[src/rtl/div_pkg.sv]
// div_pkg -- shared definitions for the sequential restoring divider.
//   DIV_WIDTH     : default operand / quotient / remainder width
//   div_state_t   : one-hot FSM encoding (IDLE, LOAD, ITER, DONE)
//   DIV_ALL_ONES  : all-ones pattern; its low WIDTH bits are the
//                   quotient reported on divide-by-zero
package div_pkg;

    localparam int DIV_WIDTH = 8;

    typedef enum logic [3:0] {
        ST_IDLE = 4'b0001,
        ST_LOAD = 4'b0010,
        ST_ITER = 4'b0100,
        ST_DONE = 4'b1000
    } div_state_t;

    localparam logic [63:0] DIV_ALL_ONES = '1;

endpackage

[src/rtl/div_step.sv]
// div_step -- one combinational shift-subtract step of a restoring divider.
//   rem_i     in  WIDTH  partial remainder (always < divisor_i)
//   bit_i     in  1      next dividend bit, MSB first
//   divisor_i in  WIDTH  divisor (non-zero)
//   rem_o     out WIDTH  updated partial remainder
//   q_bit_o   out 1      quotient bit produced by this step
module div_step
    import div_pkg::*;
#(
    parameter int WIDTH = DIV_WIDTH
) (
    input  logic [WIDTH-1:0] rem_i,
    input  logic             bit_i,
    input  logic [WIDTH-1:0] divisor_i,
    output logic [WIDTH-1:0] rem_o,
    output logic             q_bit_o
);

    logic [WIDTH:0] shifted;
    logic [WIDTH:0] diff;

    assign shifted = {rem_i, bit_i};
    assign diff    = shifted - {1'b0, divisor_i};

    // Because rem_i < divisor_i, shifted < 2*divisor: a non-negative
    // difference always fits in WIDTH bits, so the top bit of diff is
    // exactly the borrow (shifted < divisor).
    assign q_bit_o = ~diff[WIDTH];
    assign rem_o   = q_bit_o ? diff[WIDTH-1:0] : shifted[WIDTH-1:0];

endmodule

[src/rtl/div_seq_ctrl.sv]
// div_seq_ctrl -- sequencer for a multi-cycle unsigned restoring divider.
// One operand pair is accepted per start pulse (in IDLE or DONE); one
// shift-subtract step runs per clock; results are held from done until
// the next operation completes.
//   clk, rst_n      clock (rising edge), asynchronous active-low reset
//   start           request, sampled only in IDLE or DONE
//   dividend/divisor operands, captured on the accepting edge
//   busy            high in LOAD/ITER
//   done            one-cycle pulse, results valid
//   quotient/remainder/div_by_zero  result registers
//   abort           only when DIV_ABORT_EN is defined: cancels a running
//                   operation (LOAD/ITER) back to IDLE, no done pulse,
//                   result registers untouched
module div_seq_ctrl
    import div_pkg::*;
#(
    parameter int WIDTH = DIV_WIDTH,
    parameter int CNT_W = 4
) (
    input  logic             clk,
    input  logic             rst_n,
    input  logic             start,
    input  logic [WIDTH-1:0] dividend,
    input  logic [WIDTH-1:0] divisor,
`ifdef DIV_ABORT_EN
    input  logic             abort,
`endif
    output logic             busy,
    output logic             done,
    output logic [WIDTH-1:0] quotient,
    output logic [WIDTH-1:0] remainder,
    output logic             div_by_zero
);

    localparam logic [CNT_W-1:0] LAST_CNT = CNT_W'(WIDTH - 1);

    div_state_t       state_q, state_d;
    logic [CNT_W-1:0] cnt_q;
    logic [WIDTH-1:0] dvd_q;      // dividend shifting out MSB first, quotient shifting in
    logic [WIDTH-1:0] dvs_q;
    logic [WIDTH-1:0] part_q;     // partial remainder
    logic [WIDTH-1:0] quot_q, rem_q;
    logic             dbz_q;

    logic             abort_w;
    logic             accept;
    logic [WIDTH-1:0] step_rem;
    logic             step_qbit;
    logic [WIDTH-1:0] dvd_shift;

`ifdef DIV_ABORT_EN
    assign abort_w = abort;
`else
    assign abort_w = 1'b0;
`endif

    assign accept    = start && (state_q == ST_IDLE || state_q == ST_DONE);
    assign dvd_shift = {dvd_q[WIDTH-2:0], step_qbit};

    div_step #(.WIDTH(WIDTH)) u_step (
        .rem_i     (part_q),
        .bit_i     (dvd_q[WIDTH-1]),
        .divisor_i (dvs_q),
        .rem_o     (step_rem),
        .q_bit_o   (step_qbit)
    );

    always_ff @(posedge clk or negedge rst_n) begin
        if (!rst_n) begin
            state_q <= ST_IDLE;
        end else begin
            state_q <= state_d;
        end
    end

    // Abort is only examined in LOAD/ITER, so start always wins in IDLE/DONE.
    always_comb begin
        state_d = state_q;
        unique case (state_q)
            ST_IDLE, ST_DONE: state_d = start ? ST_LOAD : ST_IDLE;
            ST_LOAD: begin
                if (abort_w)            state_d = ST_IDLE;
                else if (dvs_q == '0)   state_d = ST_DONE;
                else                    state_d = ST_ITER;
            end
            ST_ITER: begin
                if (abort_w)               state_d = ST_IDLE;
                else if (cnt_q == LAST_CNT) state_d = ST_DONE;
            end
            default: state_d = ST_IDLE;
        endcase
    end

    always_ff @(posedge clk or negedge rst_n) begin
        if (!rst_n) begin
            cnt_q  <= '0;
            dvd_q  <= '0;
            dvs_q  <= '0;
            part_q <= '0;
            quot_q <= '0;
            rem_q  <= '0;
            dbz_q  <= 1'b0;
        end else begin
            if (accept) begin
                dvd_q <= dividend;
                dvs_q <= divisor;
            end
            if (state_q == ST_LOAD && !abort_w) begin
                part_q <= '0;
                cnt_q  <= '0;
                if (dvs_q == '0) begin
                    quot_q <= DIV_ALL_ONES[WIDTH-1:0];
                    rem_q  <= dvd_q;
                    dbz_q  <= 1'b1;
                end
            end
            if (state_q == ST_ITER && !abort_w) begin
                part_q <= step_rem;
                dvd_q  <= dvd_shift;
                cnt_q  <= cnt_q + 1'b1;
                if (cnt_q == LAST_CNT) begin
                    quot_q <= dvd_shift;
                    rem_q  <= step_rem;
                    dbz_q  <= 1'b0;
                end
            end
        end
    end

    assign busy        = (state_q == ST_LOAD) || (state_q == ST_ITER);
    assign done        = (state_q == ST_DONE);
    assign quotient    = quot_q;
    assign remainder   = rem_q;
    assign div_by_zero = dbz_q;

endmodule

[config.mk]
export PLATFORM = sky130hd
export DESIGN_NAME = div_seq_ctrl
export DESIGN_NICKNAME = d
export VERILOG_FILES = /design/src/rtl/div_pkg.sv /design/src/rtl/div_step.sv /design/src/rtl/div_seq_ctrl.sv
export SDC_FILE = /design/constraint.sdc
export NUM_CORES = 1
export LEC_CHECK = 0
export ABC_AREA = 1
export CAP_MARGIN = 20
export CORE_MARGIN = 5
export CORE_UTILIZATION = 54
export DETAILED_ROUTE_END_ITERATION = 10
export GPL_TIMING_DRIVEN = 0
export PLACE_DENSITY = 0.79
export SLEW_MARGIN = 0
export SYNTH_ARGS = -nofsm -noshare
export SYNTH_HDL_FRONTEND = slang
export SYNTH_SLANG_ARGS = --single-unit
[constraint.sdc]
create_clock -name clk -period 2.3 [get_ports clk]
set_input_delay 0.46 -clock clk [delete_from_list [all_inputs] [get_ports clk]]
set_output_delay 0.46 -clock clk [all_outputs]
set_load 0.1 [all_outputs]
==> results of run 1 <==
cell usage in the layout (no fill, tap or decap), types with 2 or more instances in the layout:
cell type and instances:
nand2_4 4, clkdlybuf4s50_1 18, o22ai_1 13, clkbuf_8 6, nor2_1 28, a21oi_1 6, o21ai_1 9, nand2_2 11
nand3b_1 2, ha_1 9, inv_1 43, o21ai_0 12, xor2_1 2, buf_4 6, xnor2_1 2, inv_2 4
nor2_2 4, buf_2 3, nand2_1 72, dfrtp_1 48, nor2_4 2, buf_6 2, nand3_1 29, dlymetal6s2s_1 15
registers in the layout, indices dropped and copies added (netlist names):
name	count
cnt_q	4
div_by_zero	1
dvd_q	8
dvs_q	8
part_q	8
quotient	8
remainder	8
state_q	4
worst register-to-register path, stage by stage, from the launching register on:
cell and delay [ps]:
dfrtp_1 420, inv_1 100, ha_1 140, inv_1 60
fa_2 360, nand2_1 80, nand2_1 130, nand3_2 140
nand2_2 80, nand2_4 140, nand2_8 100, nand2_4 70
nand3_1 100, nand2_1 80, inv_1 40
layer usage:
| layer | GRT usage | up-vias | share of wire |
|---|---|---|---|
| met5 | 0 | - | 0 |
| li1 | - | 1132 | - |
| met1 | 0.279 | 1082 | 0.45 |
| met3 | 0.0437 | 8 | 0.040 |
| met2 | 0.331 | 41 | 0.49 |
| met4 | 0.0642 | 0 | 0.013 |
layout make-up:
type | instances | area, um^2 | area share
Tap cell | 67 | 83.8 | 0.0253
Inverter | 47 | 176 | 0.0533
Buffer | 7 | 51.3 | 0.0155
Sequential cell | 49 | 1230 | 0.371
Multi-Input combinational cell | 218 | 1210 | 0.365
Clock inverter | 2 | 37.5 | 0.0113
Clock buffer | 6 | 82.6 | 0.0249
Timing Repair Buffer | 41 | 443 | 0.134
cells by family after synthesis:
group                      count (synthesis)
AOI/OAI and AO/OA                         46
and+or+nand+nor                          158
xor gates and xnor gates                   4
DFF                                       49
adders and majority gates                 10
buffers and inverters                     54
worst min-delay path by stage:
stage	cells after the start	start	to	slack [ps]
4_1_cts	1	rst_n	quotient[0]	100
6_report	1	rst_n	remainder[6]	90
3_5_place_dp	1	rst_n	state_q[1]	430
2_1_floorplan	0	rst_n	cnt_q[0]	160
5_1_grt	1	rst_n	quotient[0]	110
3_3_place_gp	2	quotient[7]	quotient[7]	480
synth_stat cells (6+ instances only):
master / instances / area share
o21ai_0: 12 / 0.023
nand2_1: 72 / 0.10
dfrtp_1: 48 / 0.45
o22ai_1: 13 / 0.031
inv_1: 43 / 0.061
nand2_2: 11 / 0.026
ha_1: 9 / 0.042
a21oi_1: 6 / 0.011
nand3_1: 29 / 0.055
o21ai_1: 9 / 0.017
nor2_1: 28 / 0.039
power breakdown:
group	internal [mW]	switching, mW
clock	0.354	0.295
sequential	1.16	0.224
combinational	0.874	1.86
total	2.39	2.38
what timing repair did:
item	4_1_cts	5_1_grt
endpoints found under the setup margin	3	23
gates resized for setup	10	16
pin swaps	0	3
buffers inserted	0	3
==> metrics.md, run 1 <==
| Metric | Value |
|---|---|
| Top Family by Delay on Critical Path | `buffers and inverters` |
| Ys flop type | `dfrtp_1` |
| Relative max-transition margin | `0.351` |
| Peak supply drop | `804 uV` |
| Clock sinks | `49` |
| Setup WS pre-CTS | `-377 ps` |
| Vias | `2263` |
| WP buf/inv | `1` |
| # DRC | `0` |
| Actual slew at the worst max-slew pin | `971 ps` |
| CP max FO | `2` |
| Skew final | `7.60 ps` |
| I/O Pins | `38` |
| Synth Area in Compound Gates | `0.104` |
| Final cycle utilization of the critical path | `0.982` |
| Setup TNS | `0 ps` |
| R2r endpoint | `remainder[6]` |
| Status | `complete, no violations` |
| Clk root buf | `clkbuf_8` |
| Maxcap violations | `0` |
| Post-Syn Instances | `321` |
| Crit path from | `quotient[3]` |
| Synthesized Nets | `350` |
| Netlist cell types | `36` |
| Post-DP Area | `3130 um^2` |
| Clock tree from TritonCTS | `built` |
| CP Depth | `1` |
| Hold_ws | `90.0 ps` |
| Drt pass-1 iters | `5` |
| Clk Latency, worst-skew pair | `310 ps` |
| DIE HEIGHT | `80.2 um` |
| Die width | `80.2 um` |
| Register clock-pin slew on the reported worst setup and hold paths | `90 ps` |
| FMAX | `443 MHz` |
| Total global routing overflow | `0` |
| CP Launch Type | `register` |
| First-pass GRT wire length | `10.3 mm` |
| Crit path DAT | `1800 ps` |
| Hold Fails Final Rpt | `0` |
| Overall power | `4.77 mW` |
| Final Max Slew Viols | `0` |
| Worst EP required | `1840 ps` |
| Critical Path Slowest Stage Cell | `clkdlybuf4s50_1` |
| Fillers | `384` |
| Initial core utilization | `0.560` |
| Layout Nets | `398` |
| Syn avg cell area | `8.29 um^2` |
| Leakage power | `1.97 nW` |
| Total wire length | `5.93 mm` |
| Ys async rst share | `1.00` |
| Setup WS post-layout | `41.4 ps` |
| Placed Cells | `426` |
| Min-Delay Path Class | `in -> async` |
| Detailed-placement wirelength estimate | `4.43 mm` |
| Synthesis Warnings | `0` |
| Power per Cell Area | `1440 nW/um^2` |
| Final instance area | `3310 um^2` |
| Port Buffers | `37` |
| Total CTS buffers | `5` |
| Largest family of logic cells by synthesized area | `simple AND/OR/NAND/NOR gates` |
| Reg2reg setup slack | `170 ps` |
| Multiplexer share of the synthesized area | `0` |
| Largest net degree at the start of global routing | `31` |
| RSZ-0062 raised after global routing | `false` |
| R2r worst-path depth | `14` |
| Adder-cell share of the synthesized area | `0.0498` |
| Layout cell share with drive strength beyond 1 | `0.146` |
| Final std cells w/o fill | `437` |
| Post-synth EDFFs | `0` |
| Post-route ant nets | `0` |
| GP Congestion | `0.852` |
| Simple logic cell fraction of the synthesized area | `0.287` |
| DR WL/cell | `13.6 um` |
| Area share of xor/xnor cells in the synthesized design | `0.0132` |
| Deepest clock path buffer count | `2` |
| Crit path capture type | `primary output` |
| Initial antenna violation count | `0` |
| Hold Buf Count CTS | `0` |
| Register area share after synthesis | `0.461` |
| Core Region | `4750 um^2` |
| Die area | `6440 um^2` |
| Syn Std Cell Area | `2660 um^2` |
| Vias in the first global route | `2252` |
| CP Capture Point | `quotient[3]` |
| H-tree depth | `2` |
| Initial DRC count | `190` |
| Endpoints failing setup | `0` |
| Post-layout util | `0.697` |
| Crit path largest cell delay | `1130 ps` |
| Worst r2r src | `dvd_q[7]` |
| GRT Util Overall | `0.206` |
| Crit path cell chain | `clkdlybuf4s50_1` |
| Synth-to-layout area growth | `24.4%` |
| # diodes | `0` |
| Minimum clock period | `2260 ps` |
| Row cnt | `25` |
| #FFs+latches synth | `49` |
| CP Class | `reg -> out` |
| Routed vias/inst | `5.18` |
(Power assumes the default switching activity.)
==> run 2, diff against run 1 <==
--- a/config.mk
+++ b/config.mk
@@ -8,10 +8,11 @@
 export ABC_AREA = 1
 export CAP_MARGIN = 20
 export CORE_MARGIN = 5
-export CORE_UTILIZATION = 54
+export CORE_UTILIZATION = 49
+export CTS_CLUSTER_SIZE = 20
 export DETAILED_ROUTE_END_ITERATION = 10
 export GPL_TIMING_DRIVEN = 0
-export PLACE_DENSITY = 0.79
+export PLACE_DENSITY = 0.76
 export SLEW_MARGIN = 0
 export SYNTH_ARGS = -nofsm -noshare
 export SYNTH_HDL_FRONTEND = slang
==> constraint.sdc (replaced) <==
create_clock -name clk -period 1.8 [get_ports clk]
set_input_delay 0.36 -clock clk [delete_from_list [all_inputs] [get_ports clk]]
set_output_delay 0.36 -clock clk [all_outputs]
set_load 0.1 [all_outputs]
==> metrics.md, run 2 (same netlist as run 1, synthesis figures left out) <==
| Metric | Value |
|---|---|
| Status | `complete, but fails checks (was complete, no violations)` |
| Failing checks | `setup timing` |
| Initial DRC count | `116 (was 190)` |
| # DRC | `0 (unchanged)` |
| Crit path DAT | `2120 ps (was 1800 ps)` |
| Total CTS buffers | `5 (unchanged)` |
| Minimum clock period | `1910 ps` |
| Reg2reg setup slack | `-110 ps (was 170 ps)` |
| Worst r2r src | `dvd_q[7] (unchanged)` |
| Hold Buf Count CTS | `0 (unchanged)` |
| Commonest non-fill, non-tap cell in the layout | `nand2_1 (unchanged)` |
| Placed Cells | `429 (was 426)` |
| Min-Delay Path Class | `in -> async (unchanged)` |
| CP Capture Point | `remainder[6] (was quotient[3])` |
| Post-route ant nets | `0 (unchanged)` |
| Sequential group share of total power | `0.261 (was 0.290)` |
| CP max FO | `6 (was 2)` |
| Hold Fails Final Rpt | `0 (unchanged)` |
| Crit path largest cell delay | `410 ps (was 1130 ps)` |
| Crit path cell chain | `inv_2, ha_4, inv_2, fa_2, nand2_2, nand2_4, nand3_4, nand2_4, nand2_8, nand2_8, nand2_4, nand3_2, nand2_1, inv_1 (was clkdlybuf4s50_1)` |
| Final instance area | `3600 um^2 (was 3310 um^2)` |
| Total wire length | `6.71 mm (was 5.93 mm)` |
| Critical Path Slowest Stage Cell | `dfrtp_1 (was clkdlybuf4s50_1)` |
| Synth-to-layout area growth | `35.3% (was 24.4%)` |
| CP Class | `reg -> reg (was reg -> out)` |
| Crit path from | `dvd_q[7] (was quotient[3])` |
| Relative max-transition margin | `0.631 (was 0.351)` |
| Initial antenna violation count | `0 (unchanged)` |
| R2r worst-path depth | `14 (unchanged)` |
| Skew final | `5.53 ps (was 7.60 ps)` |
| # diodes | `0 (unchanged)` |
| Peak supply drop | `924 uV (was 804 uV)` |
| Register clock-pin slew on the reported worst setup and hold paths | `80 ps (was 90 ps)` |
| Deepest clock path buffer count | `2 (unchanged)` |
| Largest net degree at the start of global routing | `29 (was 31)` |
| Vias | `2391 (was 2263)` |
| Clock sinks | `49 (unchanged)` |
| GP Congestion | `0.861 (was 0.852)` |
| Overall power | `6.89 mW (was 4.77 mW)` |
| H-tree depth | `2 (unchanged)` |
| Post-DP Area | `3140 um^2 (was 3130 um^2)` |
| Setup WS post-layout | `-115 ps (was 41.4 ps)` |
| Hold_ws | `12.2 ps (was 90.0 ps)` |
| Vias in the first global route | `2403 (was 2252)` |
| Endpoints failing setup | `18 (was 0)` |
| CP Launch Type | `register (unchanged)` |
| Setup WS pre-CTS | `-799 ps (was -377 ps)` |
| Final cycle utilization of the critical path | `1.06` |
| Final std cells w/o fill | `452 (was 437)` |
| Core Region | `5200 um^2 (was 4750 um^2)` |
| Actual slew at the worst max-slew pin | `555 ps (was 971 ps)` |
| Drt pass-1 iters | `4 (was 5)` |
| Die width | `83.7 um (was 80.2 um)` |
| Row cnt | `26 (was 25)` |
| Crit path capture type | `register (was primary output)` |
| Power share of the clock group | `0.120 (was 0.136)` |
| Initial core utilization | `0.512 (was 0.560)` |
| DR WL/cell | `14.9 um (was 13.6 um)` |
| Sw power | `3.54 mW (was 2.38 mW)` |
| Total global routing overflow | `0 (unchanged)` |
| Layout Nets | `410 (was 398)` |
| I/O Pins | `38 (unchanged)` |
| Worst EP required | `2010 ps (was 1840 ps)` |
| Leakage power | `1.83 nW (was 1.97 nW)` |
| Clk Latency, worst-skew pair | `310 ps (about the same)` |
| R2r endpoint | `remainder[6] (unchanged)` |
| GRT Util Overall | `0.198 (was 0.206)` |
| Switching Share | `0.513 (was 0.500)` |
| Routed vias/inst | `5.29 (was 5.18)` |
| Int Pwr | `3.35 mW (was 2.39 mW)` |
| Port Buffers | `37 (unchanged)` |
| FMAX | `522 MHz` |
| RSZ-0062 raised after global routing | `true (was false)` |
| DIE HEIGHT | `83.7 um (was 80.2 um)` |
| Clock tree from TritonCTS | `built (unchanged)` |
| Most frequent cells in the layout | `nand2_1 (66), dfrtp_1 (47), inv_1 (41) (was nand2_1 (72), dfrtp_1 (48), inv_1 (43))` |
| Power per Cell Area | `1910 nW/um^2 (was 1440 nW/um^2)` |
| Maxcap violations | `0 (unchanged)` |
| Detailed-placement wirelength estimate | `4.59 mm (was 4.43 mm)` |
| Clk root buf | `clkbuf_8 (unchanged)` |
| Most frequent CP cell | `nand2_4` |
| Power share of the combinational group | `0.620 (was 0.574)` |
| Final Max Slew Viols | `0 (unchanged)` |
| Layout cell share with drive strength beyond 1 | `0.283 (was 0.146)` |
| Die area | `7010 um^2 (was 6440 um^2)` |
| First-pass GRT wire length | `11.3 mm (was 10.3 mm)` |
-- run 2: per-stage QoR --
step	utilization	setup TNS, ps
after global placement	0.600	-53240
after global routing	0.692	-3130
after floorplan	-	0
final	0.692	-1430
after CTS	0.667	-1290
after detailed placement	0.603	-4250
-- run 2: layer usage --
metal / GRT usage / vias to the layer above / wire (um)
met5: 0 / - / 0
met4: 0.0614 / 0 / 154
met3: 0.0355 / 12 / 242
met2: 0.343 / 56 / 3380
met1: 0.250 / 1168 / 2940
li1: - / 1155 / -
-- run 2: power by group through the flow --
stage / sequential [mW] / combinational, mW / clock (mW)
global route: 1.85 / 4.64 / 0.885
CTS: 1.77 / 3.94 / 0.835
floorplan: 2.40 / 2.06 / 0
detailed placement: 1.80 / 3.46 / 0
finish: 1.79 / 4.27 / 0.826
global placement: 1.78 / 3.37 / 0
-- run 2: cell type report --
class / instances / area (um^2)
inverters: 47 / 181
well taps: 70 / 87.6
fillers: 417 / 1600
clock buffers: 7 / 86.3
repair buffers: 50 / 504
multi-input cells: 221 / 1430
plain buffers: 7 / 51.3
flip-flops and latches: 49 / 1230
clock inverters: 1 / 30.0
-- run 2: how the worst min path moves through the flow --
| stage | cells past startpoint | slack [ps] | from | end |
|---|---|---|---|---|
| floorplan | 0 | 60 | rst_n | cnt_q[0] |
| global placement | 2 | 480 | quotient[2] | quotient[2] |
| detailed placement | 1 | 360 | rst_n | cnt_q[3] |
| CTS | 1 | 30 | rst_n | cnt_q[3] |
| global route | 1 | 40 | rst_n | cnt_q[0] |
| finish | 1 | 10 | rst_n | cnt_q[3] |
-- run 2: what timing repair did --
| action | 4_1_cts | 5_1_grt |
|---|---|---|
| setup endpoints to repair | 37 | 20 |
| pin swaps | 11 | 10 |
| hold endpoints to repair | 0 | 0 |
| buffers inserted | 5 | 7 |
| resized for setup | 91 | 15 |
| gates cloned | 3 | 0 |
-- run 2: worst max-delay path: cells and delay by family (launching register included) --
| family | cells | cell delay (ps) |
|---|---|---|
| simple gates | 9 | 770 |
| flops | 1 | 410 |
| buf+inv | 3 | 170 |
| fa+ha+maj | 2 | 470 |
==> run 3, diff against run 2 <==
--- a/config.mk
+++ b/config.mk
@@ -12,7 +12,7 @@
 export CTS_CLUSTER_SIZE = 20
 export DETAILED_ROUTE_END_ITERATION = 10
 export GPL_TIMING_DRIVEN = 0
-export PLACE_DENSITY = 0.76
+export PLACE_DENSITY = 0.88
 export SLEW_MARGIN = 0
 export SYNTH_ARGS = -nofsm -noshare
 export SYNTH_HDL_FRONTEND = slang
==> metrics.md, run 3 (same netlist as run 1, synthesis figures left out) <==
| Metric | Value |
|---|---|
| Detailed-placement wirelength estimate | `4.68 mm (was 4.59 mm)` |
| FMAX | `518 MHz (was 522 MHz)` |
| Largest net degree at the start of global routing | `41 (was 29)` |
| Layout Nets | `408 (was 410)` |
| GP Congestion | `0.814 (was 0.861)` |
| Critical Path Slowest Stage Cell | `dfrtp_1 (unchanged)` |
| GRT Util Overall | `0.195 (was 0.198)` |
| H-tree depth | `2 (unchanged)` |
| First-pass GRT wire length | `11.3 mm (about the same)` |
| Crit path cell chain | `inv_2, ha_4, inv_2, fa_2, nand2_2, nand2_4, nand3_4, nand3_4, nand2_4, nand2_1, nand3_1, o21ai_1 (was inv_2, ha_4, inv_2, fa_2, nand2_2, nand2_4, nand3_4, nand2_4, nand2_8, nand2_8, nand2_4, nand3_2, nand2_1, inv_1)` |
| Min-Delay Path Class | `in -> async (unchanged)` |
| I/O Pins | `38 (unchanged)` |
| DR WL/cell | `14.8 um (was 14.9 um)` |
| Core Region | `5200 um^2 (unchanged)` |
| Clock tree from TritonCTS | `built (unchanged)` |
| Minimum clock period | `1930 ps (was 1910 ps)` |
| Synth-to-layout area growth | `30.4% (was 35.3%)` |
| Routed vias/inst | `5.32 (was 5.29)` |
| Final instance area | `3470 um^2 (was 3600 um^2)` |
| Initial DRC count | `162 (was 116)` |
| Vias | `2394 (was 2391)` |
| Port Buffers | `37 (unchanged)` |
| Layout cell share with drive strength beyond 1 | `0.250 (was 0.283)` |
| Peak supply drop | `1270 uV (was 924 uV)` |
| RSZ-0062 raised after global routing | `true (unchanged)` |
| Setup WS post-layout | `-132 ps (was -115 ps)` |
| Deepest clock path buffer count | `2 (unchanged)` |
| Crit path largest cell delay | `400 ps (was 410 ps)` |
| Top Family by Delay on Critical Path | `simple AND/OR/NAND/NOR gates (unchanged)` |
| Post-route ant nets | `0 (unchanged)` |
| Clock sinks | `49 (unchanged)` |
| Status | `complete, but fails checks (unchanged)` |
| WP buf/inv | `2 (was 3)` |
| Clk Latency, worst-skew pair | `300 ps (was 310 ps)` |
| Hold Fails Final Rpt | `0 (unchanged)` |
| Die area | `7010 um^2 (unchanged)` |
| Endpoints failing setup | `19 (was 18)` |
| Relative max-transition margin | `0.634 (was 0.631)` |
| Power per Cell Area | `1840 nW/um^2 (was 1910 nW/um^2)` |
| CP Class | `reg -> reg (unchanged)` |
| Die width | `83.7 um (unchanged)` |
| R2r worst-path depth | `12 (was 14)` |
| Initial core utilization | `0.512 (unchanged)` |
| Final Max Slew Viols | `0 (unchanged)` |
| Initial antenna violation count | `0 (unchanged)` |
| # DRC | `0 (unchanged)` |
| Total wire length | `6.64 mm (was 6.71 mm)` |
| Vias in the first global route | `2397 (was 2403)` |
| Skew final | `6.82 ps (was 5.53 ps)` |
| # diodes | `0 (unchanged)` |
| CP max FO | `5 (was 6)` |
| Maxcap violations | `0 (unchanged)` |
| Post-DP Area | `3140 um^2 (unchanged)` |
| CP Launch Type | `register (unchanged)` |
| Drt pass-1 iters | `4 (unchanged)` |
| CP Depth | `12 (was 14)` |
| Most frequent cells in the layout | `nand2_1 (67), dfrtp_1 (48), inv_1 (40) (was nand2_1 (66), dfrtp_1 (47), inv_1 (41))` |
| Total global routing overflow | `0 (unchanged)` |
| Crit path capture type | `register (unchanged)` |
| Failing checks | `setup timing (unchanged)` |
| Commonest non-fill, non-tap cell in the layout | `nand2_1 (unchanged)` |
| Final cycle utilization of the critical path | `1.07 (was 1.06)` |
| Leakage power | `1.76 nW (was 1.83 nW)` |
| Worst EP required | `1990 ps (was 2010 ps)` |
| Clk root buf | `clkbuf_8 (unchanged)` |
| Actual slew at the worst max-slew pin | `552 ps (was 555 ps)` |
| Crit path DAT | `2120 ps (about the same)` |
| Total CTS buffers | `5 (unchanged)` |
| Register clock-pin slew on the reported worst setup and hold paths | `90 ps (was 80 ps)` |
| DIE HEIGHT | `83.7 um (unchanged)` |
| Row cnt | `26 (unchanged)` |
| Post-layout util | `0.667 (was 0.692)` |
run 3: cell count changes in the layout (fill, tap and decap cells not counted), sizes merged:
cell         change
bufinv           -1
clkinvlp         +1
dlygate4sd3      +1
buf              -3
run 3: final timing paths:
path,slack (ps),start,end
min in group clk,520,quotient[4],quotient[4]
setup / recovery,-130,dvd_q[7],part_q[2]
setup reg to reg,-130,dvd_q[7],part_q[2]
max in group asynchronous,820,rst_n,state_q[0]
hold reg to reg,520,quotient[4],quotient[4]
hold / removal,440,rst_n,quotient[5]
run 3: metrics by stage:
step	setup slack, ps	total power, mW	hold slack [ps]	TNS (ps)	instances
after floorplan	4.23	4.46	64.4	0	321
after global placement	-963	5.12	480	-50340	428
after detailed placement	-777	5.25	241	-4740	429
after CTS	-110	6.20	450	-1600	445
after global routing	-231	6.83	466	-3680	450
final	-132	6.38	436	-1620	450
run 3: power by group:
| group | internal [mW] | switching, mW |
|---|---|---|
| registers | 1.48 | 0.314 |
| clock network | 0.275 | 0.352 |
| logic | 1.27 | 2.68 |
run 3: cell type report:
| cell class | instances | area (um^2) |
|---|---|---|
| tap | 70 | 87.6 |
| buffer | 7 | 51.3 |
| timing repair buffer | 48 | 492 |
| inverter | 47 | 181 |
| clock buffer | 7 | 76.3 |
| clock inverter | 1 | 7.51 |
| multi-input combinational | 221 | 1350 |
| fill | 409 | 1730 |
| sequential | 49 | 1230 |
run 3: timing repair:
action	in CTS	in global routing
pin swaps	12	7
setup buffers	4	5
resized for setup	81	11
hold endpoints to repair	9	0
hold buffers	1	0
cloned	3	0
endpoints found under the setup margin	37	20
run 3: worst register-to-register path, delay by kind of cell, from the launching register on:
kind                     cells  cell delay, ps
AND/OR/NAND/NOR              7             750
AO/OA/AOI/OAI                1              70
adder cells (fa/ha/maj)      2             480
flip-flops                   1             400
buffers and inverters        2             130
run 3: routing by layer:
layer	up-vias	global-route usage	wire length [um]
li1	1150	-	-
met1	1165	0.244	2710
met2	69	0.353	3550
met3	10	0.0316	273
met4	0	0.0453	102
met5	-	0	0
